<file path="src/rtl/program_loader.sv">
// Program loader: accepts a stream of instruction halfwords from a source,
// writes them into instruction memory at consecutive byte addresses, then
// holds the CPU in reset for a fixed settling delay before releasing it.
module program_loader #(
   parameter int              HALF_WORD     = 16,
   parameter int              WORD          = 32,
   parameter int              PROG_DEPTH    = 256,
   parameter logic [WORD-1:0] BASE_ADDR     = '0,
   parameter int              RELEASE_DELAY = 4
) (
   input  logic                 clk_i,
   input  logic                 reset_n_i,
   input  logic                 start_i,
   input  logic [15:0]          prog_len_i,
   input  logic                 data_valid_i,
   input  logic [HALF_WORD-1:0] data_i,
   output logic                 data_ready_o,
   output logic                 program_mem_write_en_o,
   output logic [HALF_WORD-1:0] instruction_o,
   output logic [WORD-1:0]      instruction_addr_o,
   output logic                 cpu_reset_o,
   output logic                 busy_o,
   output logic                 done_o,
   output logic                 error_o
);

   typedef enum logic [1:0] {IDLE, LOAD, DRAIN, RUN} state_t;

   localparam logic [31:0] LP_DEPTH      = 32'(PROG_DEPTH);
   localparam logic [7:0]  LP_DELAY_LOAD = 8'(RELEASE_DELAY - 1);

   state_t           r_state;
   logic [15:0]      r_len;
   logic [15:0]      r_count;
   logic [7:0]       r_delay;

   logic             w_accept;
   logic             w_len_ok;
   logic [15:0]      w_count_next;
   logic [WORD-1:0]  w_addr;

   // A beat moves when the source offers data while we advertise readiness;
   // readiness itself is a registered function of state and count only.
   assign w_accept     = (r_state == LOAD) && data_ready_o && data_valid_i;
   assign w_len_ok     = (prog_len_i != 16'd0) && ({16'd0, prog_len_i} <= LP_DEPTH);
   assign w_count_next = r_count + 16'd1;
   assign w_addr       = BASE_ADDR + (WORD'(r_count) << 1);

   // Load sequencer: state, beat counter, release delay and every output register.
   always_ff @(posedge clk_i or negedge reset_n_i) begin
      if (!reset_n_i) begin
         r_state                <= IDLE;
         r_len                  <= '0;
         r_count                <= '0;
         r_delay                <= '0;
         data_ready_o           <= 1'b0;
         program_mem_write_en_o <= 1'b0;
         instruction_o          <= '0;
         instruction_addr_o     <= '0;
         cpu_reset_o            <= 1'b1;
         busy_o                 <= 1'b0;
         done_o                 <= 1'b0;
         error_o                <= 1'b0;
      end else begin
         program_mem_write_en_o <= 1'b0;
         case (r_state)
            IDLE, RUN: begin
               if (start_i) begin
                  if (w_len_ok) begin
                     r_state      <= LOAD;
                     r_len        <= prog_len_i;
                     r_count      <= '0;
                     error_o      <= 1'b0;
                     data_ready_o <= 1'b1;
                     busy_o       <= 1'b1;
                     cpu_reset_o  <= 1'b1;
                     done_o       <= 1'b0;
                  end else begin
                     r_state     <= IDLE;
                     error_o     <= 1'b1;
                     busy_o      <= 1'b0;
                     cpu_reset_o <= 1'b1;
                     done_o      <= 1'b0;
                  end
               end
            end
            LOAD: begin
               if (w_accept) begin
                  program_mem_write_en_o <= 1'b1;
                  instruction_o          <= data_i;
                  instruction_addr_o     <= w_addr;
                  r_count                <= w_count_next;
                  if (w_count_next == r_len) begin
                     r_state      <= DRAIN;
                     data_ready_o <= 1'b0;
                     r_delay      <= LP_DELAY_LOAD;
                  end
               end
            end
            DRAIN: begin
               if (r_delay == 8'd0) begin
                  r_state     <= RUN;
                  busy_o      <= 1'b0;
                  cpu_reset_o <= 1'b0;
                  done_o      <= 1'b1;
               end else begin
                  r_delay <= r_delay - 8'd1;
               end
            end
            default: r_state <= IDLE;
         endcase
      end
   end

endmodule

</file>
<file path="config.mk">
export PLATFORM = sky130hd
export DESIGN_NAME = program_loader
export DESIGN_NICKNAME = d
export VERILOG_FILES = /design/src/rtl/program_loader.sv
export SDC_FILE = /design/constraint.sdc
export NUM_CORES = 1
export LEC_CHECK = 0
export BUFFER_PORTS_ARGS = -buffer_cell sky130_fd_sc_hd__clkbuf_2
export CAP_MARGIN = 20
export CORE_UTILIZATION = 59
export DETAILED_ROUTE_END_ITERATION = 7
export PLACE_DENSITY_LB_ADDON = 0.2
export SLEW_MARGIN = 20
export SYNTH_ARGS = -nofsm -noshare
export SYNTH_HDL_FRONTEND = slang
export SYNTH_SLANG_ARGS = --single-unit
</file>
<file path="constraint.sdc">
create_clock -name clk_i -period 4.1 [get_ports clk_i]
set_input_delay 0.615 -clock clk_i [delete_from_list [all_inputs] [get_ports clk_i]]
set_output_delay 0.615 -clock clk_i [all_outputs]
set_load 0.05 [all_outputs]
</file>
==> Word level (Yosys, flattened, before mapping) <==
Cells that the tools add are included.
Widths: inputs -> output; s select.
{ "word_totals": {"reg_bits": 80, "in_bits": 36, "word_cells": 74} }
{ "classes": {"addsub": 2, "order_cmp": 1, "n_eq_ne": 10, "muxes": 31, "reduce_logical": 18} }
{ "op_table": {"columns": ["operator", "n"], "rows": [
  ["$mux 16", 3],
  ["$pmux 16 s2", 1],
  ["$mux 8", 3],
  ["$add 16x1->16 const B", 1],
  ["$eq 16x16->1", 1],
  ["$le 16x9->1 const B", 1],
  ["$pmux 8 s2", 1],
  ["$reduce_bool 16->1", 1],
  ["$mux 1", 14],
  ["$reduce_and 4->1", 3],
  ["$ne 2x2->1 const B", 5],
  ["$logic_not 8->1", 1],
  ["$mux 2", 4],
  ["$pmux 1 s2", 4],
  ["$sub 8x1->8 const B", 1],
  ["$pmux 2 s3", 1],
  ["$reduce_and 3->1", 2],
  ["$reduce_bool 2->1", 3],
  ["$reduce_and 5->1", 1],
  ["$eq 2x2->1 const B", 2],
  ["$reduce_and 2->1", 2],
  ["$logic_and 1x1->1", 3],
  ["$eq 2x1->1 const B", 1],
  ["$logic_not 2->1", 1],
  ["other kinds (2)", 2]
]} }

==> Depth between registers and ports, before layout <==
{ "logic_depth": {"depth_word": 5, "depth_mapped": 11, "ltp_nobuf": 9} }

==> Worst setup path after synthesis <==
OpenSTA, ideal clock, no wires.
{ "synth_timing": {"path_kind": "register -> register", "startpoint": "register r_count[1]", "endpoint": "register r_state[0]", "setup_ns": 0.128, "arrival_ns": 2.581, "setup_slack_ns": 1.391, "stages_incl_launch_ff": 9, "path_buffers": 1, "period_less_slack_ns": 2.709, "path_cell_list": "dfrtp_1 -> ha_1 -> nand3_2 -> or3_1 -> a211o_1 -> or4_1 -> buf_4 -> a21oi_2 -> mux2_1"} }
{ "synth_via": {"elab_chain_cells": 4} }
{ "synth_lines": {"columns": ["element", "line_no", "rtl"], "rows": [
  ["start: declaration", "34", "logic [15:0] r_count;"],
  ["start signal: assignment", "92", "r_count <= w_count_next;"],
  ["$add 16x1->16", "46", "assign w_count_next = r_count + 16'd1;"],
  ["$eq 16x16->1", "93", "if (w_count_next == r_len) begin"],
  ["$ne 2x1->1 (no line)", null, null],
  ["$reduce_and 4->1 (no line)", null, null],
  ["end signal: assignment", "52", "r_state <= IDLE;"],
  ["end signal: assignment", "94", "r_state <= DRAIN;"],
  ["end signal: assignment", "102", "r_state <= RUN;"],
  ["end: declaration", "32", "state_t r_state;"]
]} }
No other way between the ends.
A chain may end at the register's enable or synchronous reset.

==> Worst setup path after layout <==
{ "layout_timing": {"startpoint": "register r_count[0]", "endpoint": "register r_state[0]"} }
The elaborated chain is that of the path after synthesis.

==> results.tsv <==
stage	metric	value	unit
route	wl_per_cell	14.2	um
synth	syn_avg_cell_area	8.89	um^2
clocking	numCtsBuffers	9	
clocking	clk_path_buf_depth	2	
synth	ys.flop_type	dfrtp_1	
clocking	cts_hold_buf	0	
timing	tightest_slew	0.724	ns
timing	slew_violations	0	
timing	rsz0062_at_grt	false	
clocking	numClockSinks	80	
floorplan	io_pins	90	
critical_path	start_kind	flop	
grt	track_usage	0.256	
outcome	outcome	finished clean	
critical_path	critical_path.max_fanout	10	
placed_design	dp_cells	628	
final_layout	fillers	551	
final_layout	final_layout_size_suffix_gt1_frac	0.199	
grt	grt_pass1_vias	3184	
timing	hold-worst-slack	0.223	ns
flow_run	maxCapViolations	0	
synth	ys_seq_elements	80	
clocking	clock-root-buffer	clkbuf_8	
timing	post-route-period-util	0.775	
critical_path	critPathCaptureType	flop	
power	p_leak	0.00245	uW
critical_path	rrSetupSlack	0.92	ns
final_layout	layout.cells.non_filler	645	
route	vias_per_cell	5.60	
critical_path	crit_type	reg2reg	
final_layout	n_antenna_cell	0	
clocking	htree_levels	3	
synth	synth-edff-count	0	
synth	ys_types	59	
synth	async_flop_share	1.00	
final_layout	area_growth	12.7	%
final_layout	finalNetCount	584	
final_layout	seqCellArea	2000	um^2
timing	fin_crit	3.18	ns
placed_design	portBuffers	73	
timing	hold_viol	0	
final_layout	multi_input_area	2050	um^2
grt	grt_max_degree	81	
timing	max_freq	315	MHz
route	drc	0	
clocking	clkTransAtPathRegs	0.08	ns
floorplan	initial_utilization	0.623	
power	ir_drop	0.000210	V
floorplan	die_area	7680	um^2
timing	finalSetupTns	0	ns
clocking	postCtsResizedCells	0	
grt	antenna_found_initial	0	
power	power.density	306	nW/um^2
timing	clock_skew	0.0138	ns
floorplan	fp-row-count	30	
timing	setup_viol	0	
clocking	postCtsSetupBuffers	0	
synth	ys_seq_area_frac	0.463	
synth	netlist_instances	487	
critical_path	required	4.34	ns
route	wirelength	9.15	mm
timing	relSlewSlack	0.516	
critical_path	cp.arrival	3.42	ns
synth	syn-cell-area	4330	um^2
placed_design	place.gp.congestion	0.900	
synth	yosys_warnings	0	
route	drt_iter0_markers	176	
route	vias	3610	
route	drtAntennaViolNets	0	
floorplan	coreArea	6940	um^2
clocking	clk_latency	0.35	ns
floorplan	die_h	87.6	um
placed_design	hpwl	6.28	mm
clocking	tritoncts	done	
route	drt_pass1_iterations	4	
grt	grt_pass1_wl	14.9	mm
grt	grt_remaining_overflow	0	
min_path	hold_class	in2async	
floorplan	die_x	87.6	um
## state kept, by name, indices dropped and copies added (netlist names)
| register | count |
|---|---|
| r_delay | 8 |
| instruction_addr_o | 16 |
| busy_o | 1 |
| instruction_o | 16 |
| done_o | 1 |
| r_state | 2 |
| r_count | 16 |
| program_mem_write_en_o | 1 |
| error_o | 1 |
| r_len | 16 |
| data_ready_o | 1 |
| cpu_reset_o | 1 |
## report_power, final
part | switching (uW) | internal, uW
clock network | 290 | 346
logic | 54.8 | 15.2
registers | 0 | 788
## worst max-delay path: stages (launching register included)
cell       delay, ns
dfrtp_1         0.50
ha_1            0.30
nand3_2         0.21
or2_1           0.33
xnor2_1         0.17
o2111ai_1       0.19
or4_1           0.79
a21oi_2         0.26
mux2_1          0.34
## cell type report
class / count / area share
multi-input cells: 359 / 0.421
flip-flops and latches: 80 / 0.411
repair buffers: 79 / 0.0872
clock buffers: 10 / 0.0262
well taps: 96 / 0.0246
clock inverters: 6 / 0.0190
inverters: 15 / 0.0115
## cell usage after synthesis, drive strengths merged (2+ instances only)
| cell | number | area, um^2 |
|---|---|---|
| nand2 | 121 | 454 |
| dfrtp | 79 | 1980 |
| buf | 33 | 214 |
| a21oi | 25 | 129 |
| o21ai | 23 | 115 |
| nand3 | 17 | 90.1 |
| nor3 | 16 | 91.3 |
| clkbuf | 15 | 56.3 |
| inv | 15 | 56.3 |
| xnor2 | 14 | 123 |
| nor2 | 12 | 45.0 |
| mux2 | 10 | 113 |
| and2 | 9 | 56.3 |
| a22o | 7 | 61.3 |
| nand4 | 7 | 58.8 |
| nand2b | 6 | 37.5 |
| nor4 | 6 | 43.8 |
| o221ai | 6 | 52.6 |
| or3 | 6 | 37.5 |
| xor2 | 6 | 52.6 |
| or4 | 5 | 37.5 |
| ha | 4 | 50.1 |
| and4 | 3 | 26.3 |
| mux2i | 3 | 30.0 |
| nor2b | 3 | 18.8 |
| o31ai | 3 | 22.5 |
| a211oi | 2 | 15.0 |
| a21o | 2 | 15.0 |
| a221o | 2 | 20.0 |
| a31oi | 2 | 12.5 |
| a41oi | 2 | 17.5 |
| and3 | 2 | 12.5 |
| nor3b | 2 | 15.0 |
| o21a | 2 | 15.0 |
| o41ai | 2 | 17.5 |
## cell families (layout without fill, tap and decap cells)
kind of cell,after synthesis,in the layout,synth area share
and+or+nand+nor,217,217,0.241
AOI/OAI and AO/OA,89,89,0.135
DFF,80,80,0.463
buffers and inverters,63,110,0.0755
xor gates and xnor gates,20,20,0.0405
muxes,13,13,0.0330
adders and majority gates,4,4,0.0116
other,1,16,0.000866
## path summary, 6_finish.rpt
| check | startpoint | endpoint | cells after the start |
|---|---|---|---|
| max | r_count[0] | r_state[0] | 8 |
| min | reset_n_i | instruction_o[7] | 1 |
| max reg2reg | r_count[0] | r_state[0] | 8 |
| min reg2reg | instruction_addr_o[4] | instruction_addr_o[4] | 2 |
| max in group asynchronous | reset_n_i | instruction_addr_o[12] | 2 |
| min in group clk_i | data_i[1] | instruction_o[1] | 3 |
## through the flow
step,cell area (um^2),utilization,setup WS [ns],total power (uW)
global placement,4640,0.668,1.06,871
global route,4880,0.703,0.722,1540
floorplan,4380,-,1.39,851
detailed placement,4640,0.668,0.956,872
finish,4880,0.703,0.922,1490
CTS,4860,0.700,0.940,1510
## placed cells by master (no fill, tap or decap), types with 3 or more instances in the layout
| cell type | Yosys | final |
|---|---|---|
| a21oi_1 | 24 | 24 |
| a22o_1 | 7 | 7 |
| and2_1 | 9 | 9 |
| and4_1 | 3 | 3 |
| buf_4 | 21 | 6 |
| clkbuf_2 | 0 | 72 |
| clkbuf_8 | 0 | 9 |
| conb_1 | 1 | 16 |
| dfrtp_1 | 79 | 79 |
| ha_1 | 4 | 4 |
| inv_1 | 15 | 15 |
| mux2_2 | 9 | 9 |
| mux2i_1 | 3 | 3 |
| nand2_1 | 121 | 121 |
| nand2b_1 | 6 | 6 |
| nand3_1 | 16 | 16 |
| nand4_1 | 6 | 6 |
| nor2_1 | 12 | 12 |
| nor2b_1 | 3 | 3 |
| nor3_1 | 15 | 15 |
| nor4_1 | 5 | 5 |
| o21ai_0 | 19 | 19 |
| o21ai_1 | 4 | 4 |
| o221ai_1 | 6 | 6 |
| o31ai_1 | 3 | 3 |
| or3_1 | 6 | 6 |
| or4_1 | 5 | 5 |
| xnor2_1 | 14 | 14 |
| xor2_1 | 6 | 6 |
## routing by layer
metal / GRT usage / part of all wire
met5: 0 / 0
met4: 0.0849 / 0.017
met3: 0.0556 / 0.052
met2: 0.415 / 0.46
met1: 0.344 / 0.47
Power figures use the tool's default switching activity.
